==> config.mk <==
export PLATFORM = sky130hd
export DESIGN_NAME = obstacle_engine
export DESIGN_NICKNAME = d
export VERILOG_FILES = /design/src/rtl/obstacle_engine.sv
export SDC_FILE = /design/constraint.sdc
export NUM_CORES = 1
export LEC_CHECK = 0
export BUFFER_PORTS_ARGS = -buffer_cell sky130_fd_sc_hd__buf_2
export CAP_MARGIN = 0
export CORE_MARGIN = 2
export CORE_UTILIZATION = 45
export DETAILED_ROUTE_END_ITERATION = 10
export GPL_TIMING_DRIVEN = 0
export REMOVE_ABC_BUFFERS = 1
export SLEW_MARGIN = 15
export SYNTH_ARGS = -nofsm -noshare
export SYNTH_HDL_FRONTEND = slang
export SYNTH_SLANG_ARGS = --single-unit
export TNS_END_PERCENT = 20
==> constraint.sdc <==
create_clock -name clk -period 9.7 [get_ports clk]
set_clock_uncertainty 0.15 [all_clocks]
set_input_delay 1.455 -clock clk [delete_from_list [all_inputs] [get_ports clk]]
set_output_delay 1.455 -clock clk [all_outputs]
set_load 0.01 [all_outputs]
==> src/rtl/obstacle_engine.sv <==
// Parametrised square-obstacle generator: per-slot motion on frame ticks plus a registered pixel hit vector.
// Optional macro OBSTACLE_BOUNCE_EN: moving slots reverse at the playfield limits instead of respawning.

module obstacleSlot #(
    parameter int BLOCK_SIZE = 50,
    parameter int X_MAX      = 640,
    parameter int Y_MAX      = 480,
    parameter int SPEED_W    = 4
) (
    input  logic               clk,
    input  logic               rst,
    input  logic               tick,
    input  logic               wr,
    input  logic [1:0]         cfgMode,
    input  logic [9:0]         cfgX,
    input  logic [8:0]         cfgY,
    input  logic [SPEED_W-1:0] cfgSpeed,
    input  logic [9:0]         xCount,
    input  logic [9:0]         yCount,
    output logic               hit
);
    typedef struct packed {
        logic [1:0]         mode;
        logic [9:0]         x;
        logic [8:0]         y;
        logic [SPEED_W-1:0] speed;
    } slotState_t;

    localparam logic [10:0] X_LIM = 11'(X_MAX - BLOCK_SIZE);
    localparam logic [9:0]  Y_LIM = 10'(Y_MAX - BLOCK_SIZE);

    slotState_t st, nxt;
    logic [9:0] ySum;
`ifdef OBSTACLE_BOUNCE_EN
    logic       dir, dirNxt;
    logic [10:0] xSum;
`endif

    always_ff @(posedge clk) begin
        if (rst) begin
            st <= '0;
`ifdef OBSTACLE_BOUNCE_EN
            dir <= 1'b0;
`endif
        end else if (wr) begin
            st <= '{mode: cfgMode, x: cfgX, y: cfgY, speed: cfgSpeed};
`ifdef OBSTACLE_BOUNCE_EN
            dir <= 1'b0;
`endif
        end else if (tick) begin
            st <= nxt;
`ifdef OBSTACLE_BOUNCE_EN
            dir <= dirNxt;
`endif
        end
    end

    always_comb begin
        nxt  = st;
        ySum = {1'b0, st.y} + 10'(st.speed);
`ifdef OBSTACLE_BOUNCE_EN
        dirNxt = dir;
        xSum   = {1'b0, st.x} + 11'(st.speed);
`endif
        case (st.mode)
            2'd1: begin
`ifdef OBSTACLE_BOUNCE_EN
                if (!dir) begin
                    if (ySum > Y_LIM) begin
                        nxt.y  = Y_LIM[8:0];
                        dirNxt = 1'b1;
                    end else begin
                        nxt.y = ySum[8:0];
                    end
                end else if ({1'b0, st.y} < 10'(st.speed)) begin
                    nxt.y  = '0;
                    dirNxt = 1'b0;
                end else begin
                    nxt.y = st.y - 9'(st.speed);
                end
`else
                nxt.y = (ySum > Y_LIM) ? 9'd0 : ySum[8:0];
`endif
            end
            2'd2: begin
`ifdef OBSTACLE_BOUNCE_EN
                if (!dir) begin
                    if (st.x < 10'(st.speed)) begin
                        nxt.x  = '0;
                        dirNxt = 1'b1;
                    end else begin
                        nxt.x = st.x - 10'(st.speed);
                    end
                end else if (xSum > X_LIM) begin
                    nxt.x  = X_LIM[9:0];
                    dirNxt = 1'b0;
                end else begin
                    nxt.x = xSum[9:0];
                end
`else
                // Respawn at the right edge rather than wrapping below zero.
                nxt.x = (st.x < 10'(st.speed)) ? X_LIM[9:0] : st.x - 10'(st.speed);
`endif
            end
            default: ;
        endcase
    end

    // Exclusive bounds at 11 bits so x/y + BLOCK_SIZE cannot wrap.
    logic [10:0] xe, ye, x0, y0;
    always_comb begin
        xe  = {1'b0, xCount};
        ye  = {1'b0, yCount};
        x0  = {1'b0, st.x};
        y0  = {2'b0, st.y};
        hit = (st.mode != 2'd0)
            && (xe > x0) && (xe < x0 + 11'(BLOCK_SIZE))
            && (ye > y0) && (ye < y0 + 11'(BLOCK_SIZE));
    end
endmodule

module obstacle_engine #(
    parameter  int NUM_BLOCKS = 8,
    parameter  int BLOCK_SIZE = 50,
    parameter  int X_MAX      = 640,
    parameter  int Y_MAX      = 480,
    parameter  int SPEED_W    = 4,
    localparam int IDX_W      = (NUM_BLOCKS > 1) ? $clog2(NUM_BLOCKS) : 1
) (
    input  logic                  clk,
    input  logic                  rst,
    input  logic                  update,
    input  logic [9:0]            xCount,
    input  logic [9:0]            yCount,
    input  logic                  cfg_we,
    input  logic [IDX_W-1:0]      cfg_idx,
    input  logic [1:0]            cfg_mode,
    input  logic [9:0]            cfg_x,
    input  logic [8:0]            cfg_y,
    input  logic [SPEED_W-1:0]    cfg_speed,
    output logic [NUM_BLOCKS-1:0] blocks,
    output logic                  any_block,
    output logic [IDX_W-1:0]      hit_idx
);
    logic update_d, tick, inRange;
    logic [NUM_BLOCKS-1:0] hitVec;
    logic [IDX_W-1:0]      hitIdx;

    assign tick    = update & ~update_d;
    assign inRange = {1'b0, cfg_idx} < (IDX_W+1)'(NUM_BLOCKS);

    for (genvar g = 0; g < NUM_BLOCKS; g++) begin : gSlot
        obstacleSlot #(
            .BLOCK_SIZE(BLOCK_SIZE), .X_MAX(X_MAX), .Y_MAX(Y_MAX), .SPEED_W(SPEED_W)
        ) uSlot (
            .clk     (clk),
            .rst     (rst),
            .tick    (tick),
            .wr      (cfg_we && inRange && (cfg_idx == IDX_W'(g))),
            .cfgMode (cfg_mode),
            .cfgX    (cfg_x),
            .cfgY    (cfg_y),
            .cfgSpeed(cfg_speed),
            .xCount  (xCount),
            .yCount  (yCount),
            .hit     (hitVec[g])
        );
    end

    // Lowest set index wins; scan from the top so the last assignment is the lowest.
    always_comb begin
        hitIdx = '0;
        for (int i = NUM_BLOCKS - 1; i >= 0; i--)
            if (hitVec[i]) hitIdx = IDX_W'(i);
    end

    always_ff @(posedge clk) begin
        if (rst) begin
            update_d  <= 1'b0;
            blocks    <= '0;
            any_block <= 1'b0;
            hit_idx   <= '0;
        end else begin
            update_d  <= update;
            blocks    <= hitVec;
            any_block <= |hitVec;
            hit_idx   <= hitIdx;
        end
    end
endmodule

* Word level (Yosys, flattened, before mapping)
Cells that the tools add are included.
Cells by class: add/subtract/negate cells 32, order comparisons 48, equality and inequality tests 23, muxes and demuxes 55, bitwise logic cells 2, reductions and logical operators 93
Operator list (count):
- 25-bit two-way mux | 8
- 23-bit two-way mux | 8
- 10-bit by 11-bit less-than comparator with 1-bit output | 16
- 10-bit two-way mux | 16
- 9-bit two-way mux | 16
- 10-bit by 6-bit adder with 11-bit output (second input constant) | 8
- 9-bit by 4-bit adder with 10-bit output | 8
- 9-bit by 6-bit adder with 10-bit output (second input constant) | 8
- 10-bit > comparator | 8
- 10-bit by 9-bit > comparator with 1-bit output | 8
- 10-bit by 9-bit > comparator with 1-bit output (second input constant) | 8
- 10-bit by 4-bit less-than comparator with 1-bit output | 8
- 10-bit by 4-bit subtractor with 10-bit output | 8
- 2-bit nonzero test | 32
- 1-bit logical AND | 40
- 2-bit AND reduction | 16
- 2-bit by 1-bit equality test with 1-bit output (second input constant) | 8
- 2-bit equality test (second input constant) | 8
- 3-bit equality test (second input constant) | 4
- 3-bit two-way mux | 4
- 8-bit OR reduction | 1
- 3-bit by 2-bit equality test with 1-bit output (second input constant) | 2
- 5-bit OR reduction | 1
- 2-bit two-way mux | 2
- other kinds (7) | 7
Storage, ports and cells: bits in registers 213, input port bits 52, output and inout bits 12, logic and storage cells 291

* Longest topological paths before layout
Gate-level depths: netlist of the first run.
depth in word-level cells 12, mapped depth 14

* Hierarchy
Synthesis of the first run repeated with hierarchy kept, for this count alone.
Unflattened totals: cells, all modules 2832, area, all modules 22486.6 sq um
By module, submodules not included:
- obstacleSlot (gSlot[2].uSlot ...) | times used 5, cells an instance 339, area each 2686.3 sq um, seq. area each 500.5 sq um
- obstacleSlot (gSlot[0].uSlot ...) | times used 3, cells an instance 361, area each 2856.5 sq um, seq. area each 500.5 sq um
- obstacle_engine | times used 1, cells an instance 54, area each 485.5 sq um, seq. area each 260.2 sq um

* Worst setup path after synthesis of the first run
Ideal clock, no wire load.
path type input port to flip-flop, from in xCount[3], to reg hit_idx[1], arrival 3348 ps, data required time 9447 ps, setup slack 6098 ps, stages on the path 9, path buffers 0, cell sequence ha_1 a21o_1 a21oi_1 a21boi_0 o21ai_0 a21oi_1 or4_1 nor2b_1 a2111oi_2
Between the ends: cells in the longest elaborated chain, start to end 11, elaborated cells on any way between the ends 55
RTL lines:
- from (decl) | line 133 | input logic [9:0] xCount,
- 10-bit > comparator | line 117 | && (xe > x0) && (xe < x0 + 11'(BLOCK_SIZE))
- 1-bit logical AND (2 in a row) | line 117
- 1-bit logical AND (2 in a row) | line 118 | && (ye > y0) && (ye < y0 + 11'(BLOCK_SIZE));
- 3-bit two-way mux (4 in a row) | line 174 | if (hitVec[i]) hitIdx = IDX_W'(i);
- 2-bit two-way mux (2 in a row) | line 174
- to (signal assigned) | line 187 | hit_idx <= hitIdx;
- to (decl) | line 143 | output logic [IDX_W-1:0] hit_idx
Parallel ways exist; a longest one is shown, timed or not. A chain may end at the register's enable or synchronous reset.

* Worst setup path in the final report of the first run
from in yCount[3], to reg hit_idx[2]
Between the ends: cells in the longest elaborated chain, start to end 7, elaborated cells on any way between the ends 37
RTL lines:
- from (decl) | line 134 | input logic [9:0] yCount,
- 10-bit by 9-bit > comparator with 1-bit output | line 118
- 1-bit logical AND (2 in a row) | line 118
- 3-bit two-way mux (4 in a row) | line 174
Parallel ways exist; a longest one is shown, timed or not.

==> flow_summary.ini, run 1 <==
[die]
core_area_um2 = 47500
die_y_um = 223
floorplan.rows = 80
die_area_um2 = 49700
die_w_um = 223
pin_count = 64
initial_core_util_pct = 45.3

[cts]
clock_latency_ns = 0.58
root_buffer = clkbuf_16
cts_buffers = 29
postCtsHoldBufs = 0
cts_max_level = 1
cts_setup_buffers = 0
cts_tree = yes
path_clk_slew_ns = 0.06
clk_path_buf_depth = 3
clkSinkCount = 213
cts.repair.resized = 0

[synthesis]
synth_cells = 2798
yosysSeqAreaShare_pct = 19.8
synth_seq_cells = 213
ys_dominant_reg_cell = dfxtp_1
ys_types = 82
synth_largest_area_cell = ha_1
yosysWarnings = 0
async_flop_share_pct = 0
synthesis.area_um2 = 21600
netlist_top_cells_area = ha_1 22%, dfxtp_1 20%, xnor2_1 5.6%, a21oi_1 5.2%, nor2_1 4.3%
synth_edf_count = 0
netlist.area_leader.share_pct = 21.8
avgSynthCellArea_um2 = 7.70

[worst_hold_path]
worstHoldEndpoint = gSlot[7].uSlot.nxt[24]$_SDFFE_PP0P_
min-delay-start = gSlot[7].uSlot.nxt[24]$_SDFFE_PP0P_
min_path_cells = 2
holdCritPathClass = reg2reg

[routing]
drc = 0
wl_per_cell_um = 21.5
ant_nets = 0
drt-total-wl_um = 73600
drt-initial-drc-count = 1750
vias = 21200
viasPerCell = 6.18
firstDrtPassIters = 6

[global_routing]
grt_overflow_total = 0
grt_pass1_vias = 20500
grt_pass1_wl_um = 114000
antenna_found_initial = 0
grt_use_total_pct = 29.1
grt_max_degree = 128

[timing]
max_freq_mhz = 208
min_period_ns = 4.80
relSlewSlack_pct = 11.1
finalHoldViolations = 0
final_max_slew_viol_count = 0
fin_crit_sh_pct = 49.5
rsz0062_at_grt = no
final-setup-viol-count = 0
worstMarginPinSlew_ns = 1.30
fin_tns_setup_ns = 0

[final_layout]
stdcell_area_um2 = 23400
fillers = 4665
drive_gt1_share_pct = 5.84
nets = 3228
syn2layout_area_growth_pct = 8.39

[worst_setup_path]
crit_chain = buf_2 -> ha_1 -> a211o_1 -> a21oi_1 -> a21oi_1 -> a2111oi_0 -> nor4_2 -> nor2_1 -> nor4bb_1
worstReg2RegStart = gSlot[7].uSlot.st[5]$_SDFFE_PP0P_
slowest_delay_ns = 1.10
crit_type = in2reg
cp.required_ns = 9.96
reg2regPathDepth = 12
r2r-end = hit_idx[2]$_SDFF_PP0_
start_kind = input port
critPathMaxFanout = 16
crit_slowest_cell = a2111oi_0
r2r_slack_ns = 5.49
critical_path_arrival_ns = 5.06
cpMostUsedCell = a21oi_1
cp-end-kind = flop

[power]
ir_worst_vdd_mv = 0.107
p_per_area_nw_per_um2 = 126
leakage_nw = 8.83

[placed_design]
io_buffers = 63
gp_congestion = 0.927
detailed_place_hpwl_um = 53600
post_dp_cell_area_um2 = 22400

[status]
outcome = completed

[run]
maxCapViolations = 0
==> area by class of cell <==
cell class	count	area, µm²	area share (%)
clock inverters	13	198	0.846
repair buffers	74	462	1.98
flip-flops and latches	213	4260	18.3
inverters	234	878	3.76
diodes	1	2.50	0.0107
well taps	615	769	3.29
clock buffers	40	807	3.45
multi-input cells	2232	16000	68.4
==> registers in the layout, indices dropped and copies added, names as in the netlist <==
| name | flops |
|---|---|
| any_block | 1 |
| blocks | 8 |
| gSlot.uSlot.nxt | 48 |
| gSlot.uSlot.st | 152 |
| hit_idx | 3 |
| update_d | 1 |
==> cell families after synthesis <==
family	count (synthesis)	synth area share (%)
simple gates	897	19.8
flops	213	19.8
buf+inv	353	6.30
xor+xnor	148	6.01
mux	15	0.737
compound gates	779	24.0
fa+ha+maj	393	23.4
==> layout by cell type (no fill, tap or decap), types with 12 or more instances in the layout <==
master     count
a31oi_1       21
o22ai_1       45
o2bb2ai_1     12
or3_1         15
nor3b_1       18
o2111ai_1     12
nand3_1       86
fa_1          16
nand2b_1      12
nand2_1      240
nor2b_1       34
a211oi_1      64
a22oi_1       52
o21ai_0      105
ha_1         376
xnor2_1      139
a21oi_1      224
o31ai_1       13
and3_1        24
a21o_1        43
o211ai_1      16
a221oi_1      17
a21boi_0      15
o21a_1        21
a2111oi_0     16
dfxtp_1      213
buf_2         62
nor2_1       239
nor3_1        96
inv_1        234
clkbuf_16     29
nand4_1       59
nor4_1        14
nand3b_1      12
==> worst max-delay path by stage <==
stage | from | end | slack (ns) | depth (start not counted)
floorplan | cfg_idx[2] | gSlot[0].uSlot.st[8]$_SDFFE_PP0P_ | 5.54 | 7
global placement | rst | gSlot[2].uSlot.st[10]$_SDFFE_PP0P_ | 1.80 | 7
detailed placement | yCount[3] | hit_idx[2]$_SDFF_PP0_ | 4.51 | 9
CTS | yCount[3] | hit_idx[2]$_SDFF_PP0_ | 5.08 | 9
global route | yCount[3] | hit_idx[2]$_SDFF_PP0_ | 5.00 | 9
finish | yCount[3] | hit_idx[2]$_SDFF_PP0_ | 4.90 | 9
==> power by group <==
part	internal (mW)	total [mW]	switching, mW
logic	0.320	0.798	0.478
registers	0.916	0.999	0.0832
clock network	0.710	1.15	0.443
==> metal layers <==
| layer | share of wire [%] | vias up | track usage (%) |
|---|---|---|---|
| li1 | - | 10200 | - |
| met4 | 4.6 | 0 | 12.9 |
| met5 | 0 | - | 0 |
| met2 | 45 | 679 | 47.7 |
| met3 | 6.0 | 146 | 2.98 |
| met1 | 45 | 10100 | 38.8 |
==> cells in the mapped netlist (17+ instances only) <==
cell and number:
ha_1 376, nor2_1 245, nand2_1 240, inv_1 234
a21oi_1 224, dfxtp_1 213, xnor2_1 139, o21ai_0 105
nor3_1 98, clkbuf_1 93, nand3_1 86, a211oi_1 64
nand4_1 59, a22oi_1 52, o22ai_1 45, a21o_1 43
nor2b_1 35, and3_1 24, a31oi_1 21, o21a_1 21
nor3b_1 18, a221oi_1 17
==> worst max-delay path, delay by kind of cell <==
kind	cells	cell delay [ns]
fa+ha+maj	1	0.35
buf+inv	1	0.48
simple gates	3	1.18
compound gates	4	1.58
==> per-stage QoR <==
stage / cells / setup WS [ns] / power [mW] / hold slack (ns) / utilization, %
floorplan: 2679 / 5.54 / 1.53 / 0.297 / -
global placement: 3357 / 1.80 / 1.77 / 0.314 / 46.6
detailed placement: 3368 / 4.51 / 1.80 / 0.322 / 47.0
CTS: 3421 / 5.08 / 2.95 / 0.334 / 49.1
global route: 3421 / 5.00 / 3.12 / 0.361 / 49.1
finish: 3422 / 4.90 / 2.95 / 0.333 / 49.1
Note: power is estimated with default switching activity, not from simulation.
==> inputs of run 2 (changes only) <==
ABC_AREA = 1   (was not set)
clock period = 4.91 ns   (was 9.7 ns; I/O delays follow)
==> run 2 against run 1 <==
Effect of this change: cell area rose by 0.60%; global-route usage fell by 1.5 points; first-iteration DRC count fell by 9.8%; sequential share of layout area fell by 0.11 points; core utilization rose by 0.19 points; sequential cell count did not move; sequential power rose by 85%; non-clock buffer count fell by 9; die area rose by 0.40%; critical path type unchanged.
==> flow_summary.ini, run 2 <==
[global_routing]
grt_overflow_total = 0
antenna_found_initial = 1
grt_max_degree = 83
grt_use_total_pct = 27.6
grt_pass1_vias = 19900
grt_pass1_wl_um = 109000

[placed_design]
dp.cells = 3727
gp_congestion = 0.913
io_buffers = 63
detailed_place_hpwl_um = 51000

[routing]
ant_nets = 0
wl_per_cell_um = 18.4
drt-initial-drc-count = 1579
firstDrtPassIters = 6
viasPerCell = 5.60
drc = 0
vias = 21100
drt-total-wl_um = 69500

[synthesis]
netlist_top_cells_area = ha_1 22%, dfxtp_1 20%, nand2_1 11%, inv_1 7.0%, a21oi_1 6.6%
netlist.area_leader.share_pct = 21.7
synth_edf_count = 0
synth_largest_area_cell = ha_1
synth_seq_cells = 213
ys_types = 49
async_flop_share_pct = 0
synth.most_common_cell = nand2_1
ys_dominant_reg_cell = dfxtp_1
yosysWarnings = 0
avgSynthCellArea_um2 = 6.96
synth_common_cells = 618 x nand2_1, 402 x inv_1, 376 x ha_1, 286 x a21oi_1, 253 x nor2_1
synthesis.area_um2 = 21600
synth_cells = 3111
yosysSeqAreaShare_pct = 19.7

[worst_setup_path]
crit_type = in2reg
path_depth = 9
cpLargestDelayFamily = simple AND/OR/NAND/NOR gates
cp_num_buf_inv = 4
worstReg2RegStart = update_d$_SDFF_PP0_
critical_path_arrival_ns = 3.65
start_kind = input port
slowest_delay_ns = 0.93
reg2regPathDepth = 7
r2r-end = gSlot[3].uSlot.st[16]$_SDFFE_PP0P_
endpoint = gSlot[5].uSlot.st[7]$_SDFFE_PP0P_
crit_chain = buf_2 -> inv_1 -> nor2_1 -> inv_1 -> nor2_1 -> inv_1 -> nand2_1 -> o22ai_1 -> o21a_1
r2r_slack_ns = 1.68
crit_slowest_cell = nor2_1
cp.required_ns = 5.22
cpMostUsedCell = inv_1
critPathMaxFanout = 29
cp-startpoint = cfg_idx[0]
cp-end-kind = flop

[timing]
fin_tns_setup_ns = 0
relSlewSlack_pct = 16.6
final-setup-viol-count = 0
finalHoldViolations = 0
worstMarginPinSlew_ns = 1.25
min_period_ns = 3.34
rsz0062_at_grt = no
final_max_slew_viol_count = 0
max_freq_mhz = 299
whs_ns = 0.241
fin_crit_sh_pct = 68.1

[final_layout]
nets = 3585
regMostFlops = gSlot.uSlot.st
drive_gt1_share_pct = 5.63
syn2layout_area_growth_pct = 8.59
layout_common_cells = 618 x nand2_1, 401 x inv_1, 376 x ha_1
insertedDiodeCount = 0
largest_register_ffs = 152
final_cells = 3777
final_common_cell = nand2_1

[power]
p_per_area_nw_per_um2 = 225
ir_worst_vdd_mv = 0.207
leakage_nw = 10.4
power_mw = 5.28

[cts]
clkSinkCount = 213
postCtsHoldBufs = 0
cts_setup_buffers = 0
clock_latency_ns = 0.58
clk_path_buf_depth = 3
cts_max_level = 1
path_clk_slew_ns = 0.06
cts_tree = yes
cts.repair.resized = 0
root_buffer = clkbuf_16
cts_buffers = 27

[die]
initial_core_util_pct = 45.4
pin_count = 64
die_y_um = 223
die_w_um = 223
core_area_um2 = 47600
die_area_um2 = 49900
floorplan.rows = 80

[run]
maxCapViolations = 0

[worst_hold_path]
holdCritPathClass = in2reg

[status]
outcome = completed
==> run 2: cell count changes after synthesis, moves of 77 or more <==
cell | before | now
nand2_1 | 240 | 618
xnor2_1 | 139 | 23
inv_1 | 234 | 402
nor3_1 | 98 | 21
nand3_1 | 86 | 205
xor2_1 | 9 | 143
==> run 2: area by class of cell <==
cell class / count / area, µm²
clock buffers: 38 / 787
clock inverters: 12 / 173
fillers: 4797 / 24100
inverters: 418 / 1570
multi-input cells: 2416 / 15600
flip-flops and latches: 213 / 4260
well taps: 615 / 769
repair buffers: 65 / 377
==> run 2: power by group <==
part           internal [mW]  switching (mW)  total (mW)  leakage [nW]
clock network           1.32           0.874        2.20         0.469
logic                  0.420           0.807        1.23          8.23
registers               1.78          0.0741        1.85          1.73
==> run 2: routing by layer <==
metal	vias up	wire (µm)	global-route usage [%]
li1	10600	-	-
met1	9815	31700	37.2
met2	620	31100	46.0
met3	134	4280	2.88
met4	0	2530	9.40
met5	-	0	0
==> run 2: logic make-up after synthesis <==
kind of cell	synth area share, %
DFF	19.7
buffers and inverters	8.44
adders and majority gates	23.2
AOI/OAI and AO/OA	18.4
xor gates and xnor gates	7.02
and+or+nand+nor	23.2
==> run 2: worst reg2reg max path, delay by kind of cell (launching register included) <==
family | cells | cell delay (ns)
simple gates | 3 | 1.80
buf+inv | 2 | 0.65
flops | 1 | 0.30
compound gates | 2 | 0.28
==> run 2: worst min path at each step <==
stage	from	to	slack (ns)	cells after the start
CTS	update	update_d$_SDFF_PP0_	0.22	3
detailed placement	gSlot[5].uSlot.st[13]$_SDFFE_PP0P_	gSlot[5].uSlot.st[13]$_SDFFE_PP0P_	0.34	2
floorplan	gSlot[2].uSlot.st[13]$_SDFFE_PP0P_	gSlot[2].uSlot.st[13]$_SDFFE_PP0P_	0.31	2
global route	update	update_d$_SDFF_PP0_	0.26	3
global placement	gSlot[2].uSlot.nxt[24]$_SDFFE_PP0P_	gSlot[2].uSlot.nxt[24]$_SDFFE_PP0P_	0.32	2
finish	update	update_d$_SDFF_PP0_	0.24	3
==> run 2: per-stage QoR <==
step	worst slack [ns]	area (µm²)	util, %
global placement	-1.46	22500	47.2
detailed placement	0.988	22500	47.3
finish	1.57	23500	49.3
floorplan	2.24	21400	-
CTS	1.59	23500	49.3
global route	1.43	23500	49.3
